<file path="src/rtl/dft_seq_pkg.sv">
`default_nettype none
// ============================================================================
//  Module      : dft_seq_pkg
//  Description : Shared types and defaults for the DFT frame sequencer and
//                the CSR status readback.
//  Revision    : 1.0 - initial release
// ============================================================================
package dft_seq_pkg;

    localparam int STATE_W             = 3;
    localparam int DEF_MAX_LOG2_POINTS = 13;
    localparam int DEF_MIN_LOG2_POINTS = 4;

    typedef enum logic [STATE_W-1:0] {
        S_IDLE      = 3'd0,
        S_FILL      = 3'd1,
        S_RUN       = 3'd2,
        S_WAIT_DONE = 3'd3,
        S_READOUT   = 3'd4
    } seq_state_e;

    // True when a requested frame size (log2) lies inside the supported range
    function automatic logic cfg_in_range(input logic [3:0] k, input int lo, input int hi);
        return (int'(k) >= lo) && (int'(k) <= hi);
    endfunction

endpackage
`default_nettype wire

</file>
<file path="src/rtl/pulse_edge_detect.sv">
`default_nettype none
// ============================================================================
//  Module      : pulse_edge_detect
//  Description : Rising-edge detector. Both the previous value and the output
//                pulse are registered, so the pulse follows the input edge by
//                one cycle and no combinational path crosses this block.
//  Revision    : 1.0 - initial release
// ============================================================================
module pulse_edge_detect (
    input  logic clk,
    input  logic rst_n,
    input  logic sig_in,
    output logic pulse_out
);

    logic r_prev;
    logic r_pulse;

    // Remember last input level and flag a 0->1 transition
    always_ff @(posedge clk or negedge rst_n) begin
        if (!rst_n) begin
            r_prev  <= 1'b0;
            r_pulse <= 1'b0;
        end else begin
            r_prev  <= sig_in;
            r_pulse <= sig_in & ~r_prev;
        end
    end

    assign pulse_out = r_pulse;

endmodule
`default_nettype wire

</file>
<file path="src/rtl/dft_sequencer.sv">
`default_nettype none
// ============================================================================
//  Module      : dft_sequencer
//  Description : Frame-level controller for the radix-2 FFT core. Admits one
//                2^k-sample frame, starts the transform, waits for done,
//                triggers DMA readout and re-arms. Sticky error reporting for
//                dropped samples, framing faults, bad config and core hangs.
//  Revision    : 1.0 - initial release
// ============================================================================
module dft_sequencer
    import dft_seq_pkg::*;
#(
    parameter int MAX_LOG2_POINTS = DEF_MAX_LOG2_POINTS,
    parameter int MIN_LOG2_POINTS = DEF_MIN_LOG2_POINTS,
    parameter int FRAME_CNT_W     = 16,
    parameter int DONE_TIMEOUT    = 65535
) (
    input  logic                   clk,
    input  logic                   rst_n,
    input  logic                   cfg_enable,
    input  logic [3:0]             cfg_log2_points,
    input  logic                   err_clear,
    input  logic                   sink_valid,
    input  logic                   sink_sop,
    input  logic                   sink_eop,
    output logic                   sink_ready,
    output logic                   core_sact,
    output logic                   core_run,
    output logic                   core_fin,
    input  logic                   core_done,
    output logic                   reader_trigger,
    input  logic                   reader_busy,
    output logic [STATE_W-1:0]     seq_state,
    output logic [FRAME_CNT_W-1:0] frame_count,
    output logic                   drop_err,
    output logic                   framing_err,
    output logic                   cfg_err,
    output logic                   timeout_err
);

    localparam int c_CNT_W = MAX_LOG2_POINTS;
    localparam int c_TMR_W = $clog2(DONE_TIMEOUT + 1);

    seq_state_e               r_state, w_next_state;
    logic [c_CNT_W-1:0]       r_count, w_count_next;
    logic [c_CNT_W-1:0]       r_last, w_last_next;
    logic [c_TMR_W-1:0]       r_timer, w_timer_next;
    logic                     r_ro_seen, w_ro_seen_next;
    logic                     r_sink_ready, r_core_run, r_core_fin, r_reader_trigger;
    logic [FRAME_CNT_W-1:0]   r_frame_count;
    logic                     r_drop_err, r_framing_err, r_cfg_err, r_timeout_err;
    logic                     w_fin, w_frame_done;
    logic                     w_drop_set, w_framing_set, w_cfg_set, w_timeout_set;
    logic                     w_done_rise, w_abort, w_sact;
    logic [c_CNT_W-1:0]       w_idx;

    pulse_edge_detect u_done_edge (
        .clk       (clk),
        .rst_n     (rst_n),
        .sig_in    (core_done),
        .pulse_out (w_done_rise)
    );

    // A sample is handed to the core unless it would start a frame without sop
    assign w_sact     = sink_valid & r_sink_ready & ((r_count != '0) | sink_sop);
    // sop always (re)starts the frame at index 0
    assign w_idx      = sink_sop ? '0 : r_count;
    assign w_drop_set = sink_valid & ~r_sink_ready & (r_state != S_IDLE);
    assign w_abort    = ~cfg_enable &
                        ((r_state == S_FILL) | (r_state == S_RUN) | (r_state == S_WAIT_DONE));

    // Next-state, counter and error-event decode
    always_comb begin
        w_next_state   = r_state;
        w_count_next   = r_count;
        w_last_next    = r_last;
        w_timer_next   = r_timer;
        w_ro_seen_next = r_ro_seen;
        w_fin          = 1'b0;
        w_frame_done   = 1'b0;
        w_cfg_set      = 1'b0;
        w_framing_set  = 1'b0;
        w_timeout_set  = 1'b0;
        if (w_abort) begin
            w_next_state = S_IDLE;
            w_fin        = 1'b1;
            w_count_next = '0;
        end else begin
            case (r_state)
                S_IDLE: begin
                    if (cfg_enable) begin
                        if (cfg_in_range(cfg_log2_points, MIN_LOG2_POINTS, MAX_LOG2_POINTS)) begin
                            w_last_next  = c_CNT_W'((32'd1 << cfg_log2_points) - 32'd1);
                            w_count_next = '0;
                            w_next_state = S_FILL;
                        end else begin
                            w_cfg_set = 1'b1;
                        end
                    end
                end
                S_FILL: begin
                    if (sink_valid) begin
                        if (!w_sact) begin
                            w_framing_set = 1'b1;
                        end else begin
                            if ((sink_sop && (r_count != '0)) || (sink_eop && (w_idx != r_last))) begin
                                w_framing_set = 1'b1;
                            end
                            if (w_idx == r_last) begin
                                w_next_state = S_RUN;
                                w_count_next = '0;
                            end else begin
                                w_count_next = w_idx + 1'b1;
                            end
                        end
                    end
                end
                S_RUN: begin
                    w_next_state = S_WAIT_DONE;
                    w_timer_next = '0;
                end
                S_WAIT_DONE: begin
                    if (w_done_rise) begin
                        w_next_state   = S_READOUT;
                        w_ro_seen_next = 1'b0;
                    end else if (r_timer == c_TMR_W'(DONE_TIMEOUT - 1)) begin
                        // Action lands on the DONE_TIMEOUT-th cycle after entry
                        w_timeout_set = 1'b1;
                        w_fin         = 1'b1;
                        w_count_next  = '0;
                        w_next_state  = S_FILL;
                    end else begin
                        w_timer_next = r_timer + 1'b1;
                    end
                end
                S_READOUT: begin
                    // First cycle never exits, giving a two-cycle minimum
                    if (r_ro_seen && !reader_busy) begin
                        w_frame_done = 1'b1;
                        w_count_next = '0;
                        w_next_state = cfg_enable ? S_FILL : S_IDLE;
                    end else begin
                        w_ro_seen_next = 1'b1;
                    end
                end
                default: begin
                    w_next_state = S_IDLE;
                    w_count_next = '0;
                end
            endcase
        end
    end

    // State, counters, registered strobes and sticky errors (set beats clear)
    always_ff @(posedge clk or negedge rst_n) begin
        if (!rst_n) begin
            r_state          <= S_IDLE;
            r_count          <= '0;
            r_last           <= '0;
            r_timer          <= '0;
            r_ro_seen        <= 1'b0;
            r_sink_ready     <= 1'b0;
            r_core_run       <= 1'b0;
            r_core_fin       <= 1'b0;
            r_reader_trigger <= 1'b0;
            r_frame_count    <= '0;
            r_drop_err       <= 1'b0;
            r_framing_err    <= 1'b0;
            r_cfg_err        <= 1'b0;
            r_timeout_err    <= 1'b0;
        end else begin
            r_state          <= w_next_state;
            r_count          <= w_count_next;
            r_last           <= w_last_next;
            r_timer          <= w_timer_next;
            r_ro_seen        <= w_ro_seen_next;
            r_sink_ready     <= (w_next_state == S_FILL);
            r_core_run       <= (w_next_state == S_RUN);
            r_core_fin       <= w_fin;
            r_reader_trigger <= (w_next_state == S_READOUT) && (r_state != S_READOUT);
            if (w_frame_done) begin
                r_frame_count <= r_frame_count + 1'b1;
            end
            r_drop_err       <= w_drop_set    | (r_drop_err    & ~err_clear);
            r_framing_err    <= w_framing_set | (r_framing_err & ~err_clear);
            r_cfg_err        <= w_cfg_set     | (r_cfg_err     & ~err_clear);
            r_timeout_err    <= w_timeout_set | (r_timeout_err & ~err_clear);
        end
    end

    assign sink_ready     = r_sink_ready;
    assign core_sact      = w_sact;
    assign core_run       = r_core_run;
    assign core_fin       = r_core_fin;
    assign reader_trigger = r_reader_trigger;
    assign seq_state      = r_state;
    assign frame_count    = r_frame_count;
    assign drop_err       = r_drop_err;
    assign framing_err    = r_framing_err;
    assign cfg_err        = r_cfg_err;
    assign timeout_err    = r_timeout_err;

endmodule
`default_nettype wire

</file>
<file path="config.mk">
export PLATFORM = sky130hd
export DESIGN_NAME = dft_sequencer
export DESIGN_NICKNAME = d
export VERILOG_FILES = /design/src/rtl/dft_seq_pkg.sv /design/src/rtl/pulse_edge_detect.sv /design/src/rtl/dft_sequencer.sv
export SDC_FILE = /design/constraint.sdc
export NUM_CORES = 1
export LEC_CHECK = 0
export BUFFER_PORTS_ARGS = -buffer_cell sky130_fd_sc_hd__buf_2
export CAP_MARGIN = 40
export CORE_MARGIN = 5
export CORE_UTILIZATION = 59
export DETAILED_ROUTE_END_ITERATION = 8
export PLACE_DENSITY = 0.8
export RECOVER_POWER = 25
export SETUP_SLACK_MARGIN = 0.5
export SLEW_MARGIN = 10
export SYNTH_ARGS = -nofsm -noshare
export SYNTH_HDL_FRONTEND = slang
export SYNTH_SLANG_ARGS = --single-unit
</file>
<file path="constraint.sdc">
create_clock -name clk -period 2.4 [get_ports clk]
set_input_delay 0.24 -clock clk [delete_from_list [all_inputs] [get_ports clk]]
set_output_delay 0.24 -clock clk [all_outputs]
set_load 0.02 [all_outputs]
</file>
==> summary.md <==
| Metric | Value |
|---|---|
| Status | `complete, no violations` |
| CP Buf/Inv Count | `2` |
| Most common cell after layout, fill and taps aside | `dfrtp_1` |
| CP Launch Type | `flop` |
| Rel. slew slack | `33.21%` |
| Max Clock Skew | `8.267 ps` |
| Initial antenna violation count | `0` |
| DR pass1 iterations | `5` |
| DP HPWL | `6.802 mm` |
| Period utilisation layout | `87.36%` |
| Synth cell types | `58` |
| Critical R2R Capture | `r_count[3]$_DFFE_PN0P_` |
| Clk buf depth | `2` |
| Final Core Density | `77.40%` |
| WL final | `11.77 mm` |
| First DRT Iteration DRCs | `404` |
| Clk sinks | `72` |
| Share of the synthesized area in the top cell type | `43.19%` |
| DR WL/cell | `18.28 µm` |
| Post-layout instance area | `0.005288 mm²` |
| Synth area leaders | `dfrtp_1 (43%), xnor2_1 (6.1%), nand2_1 (4.9%)` |
| H-tree depth | `3` |
| Largest stage delay, worst path | `490 ps` |
| Post-route insts no fill | `644` |
| Mapped Area | `0.004172 mm²` |
| Place WS | `190.0 ps` |
| Core Box Area | `0.006832 mm²` |
| CTS tree | `built` |
| Synth Warn # | `0` |
| FMAX | `0.4770 GHz` |
| R2R Setup Slk | `300 ps` |
| Max_cap viols | `0` |
| Commonest non-fill, non-tap cells in the layout | `dfrtp_1 (57), nand2_1 (53), buf_4 (46)` |
| FF-to-FF Start | `r_timer[0]$_DFFE_PN0P_` |
| Most used DFF post-synth | `dfrtp_1` |
| RSZ-0062 raised after global routing | `true` |
| Critical Path AT | `2330 ps` |
| Antenna Nets Post-Route | `0` |
| CTS root buf | `clkbuf_8` |
| First-pass GRT wire length | `17.60 mm` |
| Hold path depth | `2` |
| P per Cell Area | `519.0 mW/mm²` |
| Die X | `94.09 µm` |
| Worst hold path endpoint | `drop_err$_DFF_PN0_` |
| TNS Setup | `0 ps` |
| Placed cell area | `0.004497 mm²` |
| Number of global-route vias before repair | `3754` |
| FF+latch count, synth | `72` |
| Cell Chain, Critical Path | `inv_2 > ha_4 > nand4_1 > nor2_2 > nand3_2 > a221o_2 > buf_6 > a32oi_2 > o31ai_2` |
| Num CTS Buffers | `9` |
| CP Max Fanout | `8` |
| Layout cells sized above 1 | `31.93%` |
| Largest net degree at the start of global routing | `44` |
| Vias | `4063` |
| Initial core utilization | `61.06%` |
| WHS | `173.1 ps` |
| Critical Setup Path Class | `reg -> reg` |
| Die height | `94.09 µm` |
| DRC Markers | `0` |
| Slew Viols, Final | `0` |
| Static leakage | `2.336 nW` |
| Overall Global Routing Usage | `25.05%` |
| Post-layout nets | `561` |
| Critical Path End Type | `flop` |
| Setup WS post-layout | `303.4 ps` |
| Sequential area share after synthesis | `43.19%` |
| Mapped Nets | `482` |
| Post-synthesis async set-or-reset flop share | `100.0%` |
| Number of flops mapped to enable cells by yosys | `0` |
| Hold Crit Class | `in -> reg` |
| Synth Instances | `464` |
| Port bufs | `40` |
| Site row count | `30` |
| Clk_lat worst skew | `350 ps` |
| Pwr Total | `2.744 mW` |
| Layout area overhead | `26.75%` |
| Gp weighted congestion | `0.9048` |
| Worst vdd ir | `0.3705 mV` |
| R2R cell count | `9` |
| Post-synth top area cell | `dfrtp_1` |
| Fin crit period | `2097 ps` |
| Grt ovf | `0` |
| I/O pin count | `41` |
| Crit-path slowest cell | `a221o_2` |
| CP Data Required Time | `2630 ps` |
| CP top delay family | `compound AO/OA/AOI/OAI gates` |
| Tightest Pin Transition | `1002 ps` |
| Drt via density | `6.309` |
| Placed Cells | `584` |
| Final setup fails | `0` |
| Endpoints failing hold | `0` |
| Mean post-synth cell area | `8.990 µm²` |
| N_diodes | `0` |
| Hold Startpoint | `err_clear` |
| Die area | `0.008852 mm²` |
| Worst-path clk slew | `80 ps` |
==> power by group <==
part / switching (mW) / total, mW / internal, mW
sequential: 0.0773 / 1.35 / 1.27
combinational: 0.245 / 0.408 / 0.163
clock: 0.497 / 0.987 / 0.491
==> logic make-up (layout without fill, tap and decap cells) <==
family,Yosys count,in the layout,share of synthesized area [%]
AO/OA/AOI/OAI,95,95,15.75
flip-flops,72,72,43.19
XOR/XNOR,36,36,7.558
AND/OR/NAND/NOR,209,209,26.93
buffers and inverters,44,128,4.289
adder cells (fa/ha/maj),5,5,1.500
multiplexers,3,3,0.7798
==> flip-flops by register name, summed over array words and instances, names as in the netlist <==
register / count
r_last: 13
cfg_err: 1
u_done_edge.r_prev: 1
reader_trigger: 1
r_ro_seen: 1
framing_err: 1
u_done_edge.pulse_out: 1
timeout_err: 1
seq_state: 3
core_fin: 1
sink_ready: 1
core_run: 1
r_timer: 16
r_count: 13
frame_count: 16
drop_err: 1
==> worst max-delay path by stage <==
stage,start,to,slack (ps),cells past startpoint
floorplan,sink_sop,r_count[12]$_DFFE_PN0P_,490,10
global placement,sink_sop,r_count[9]$_DFFE_PN0P_,290,7
detailed placement,sink_sop,r_count[8]$_DFFE_PN0P_,190,9
CTS,r_count[0]$_DFFE_PN0P_,r_count[3]$_DFFE_PN0P_,460,7
global route,seq_state[1]$_DFF_PN0_,r_count[9]$_DFFE_PN0P_,230,7
finish,r_timer[0]$_DFFE_PN0P_,r_count[3]$_DFFE_PN0P_,300,9
==> synthesized netlist by cell type (3+ instances only) <==
cell,instances
nand3b_1,3
ha_1,5
nor4b_1,6
nand4_1,11
clkbuf_1,16
nand4b_1,6
a31oi_1,6
a21oi_1,13
or4_1,3
or2_2,3
and3_1,11
dfrtp_1,72
and2_1,6
a32oi_1,8
xnor2_1,29
inv_1,16
a22oi_1,5
nand3_1,21
nor2b_1,10
xor2_1,7
o21ai_0,19
o211ai_1,3
o31ai_1,10
nand2b_1,5
a21boi_0,3
nand2_1,54
nor2_1,45
buf_2,11
nor3_1,7
o32ai_1,4
a21o_1,3
a211oi_1,7
==> per-layer routing <==
layer / up-vias / routed length, µm / global-route usage (%)
met4: 0 / 462 / 10.59
met3: 52 / 1031 / 4.487
met5: - / 0 / 0
li1: 1824 / - / -
met2: 230 / 5565 / 40.21
met1: 1957 / 4712 / 33.28
==> worst register-to-register path, stage by stage (launching register included) <==
cell and delay [ps]:
dfrtp_2 420, inv_2 80, ha_4 120, nand4_1 120, nor2_2 190, nand3_2 140, a221o_2 490, buf_6 170
a32oi_2 170, o31ai_2 90
==> final cells by class <==
class,instances,area (µm²)
Clock buffer,9,123.9
Clock inverter,7,77.57
Fill cell,454,1544
Inverter,16,60.06
Multi-Input combinational cell,348,2455
Sequential cell,72,1821
Tap cell,96,120.1
Timing Repair Buffer,96,630.6
==> timing repair <==
item,CTS,global route
hold endpoints to repair,6,0
hold buffers,2,0
buffers inserted,25,17
pin swaps,14,14
endpoints found under the setup margin,24,37
resized for setup,37,36
No activity file was read; power rests on OpenSTA's default activity.
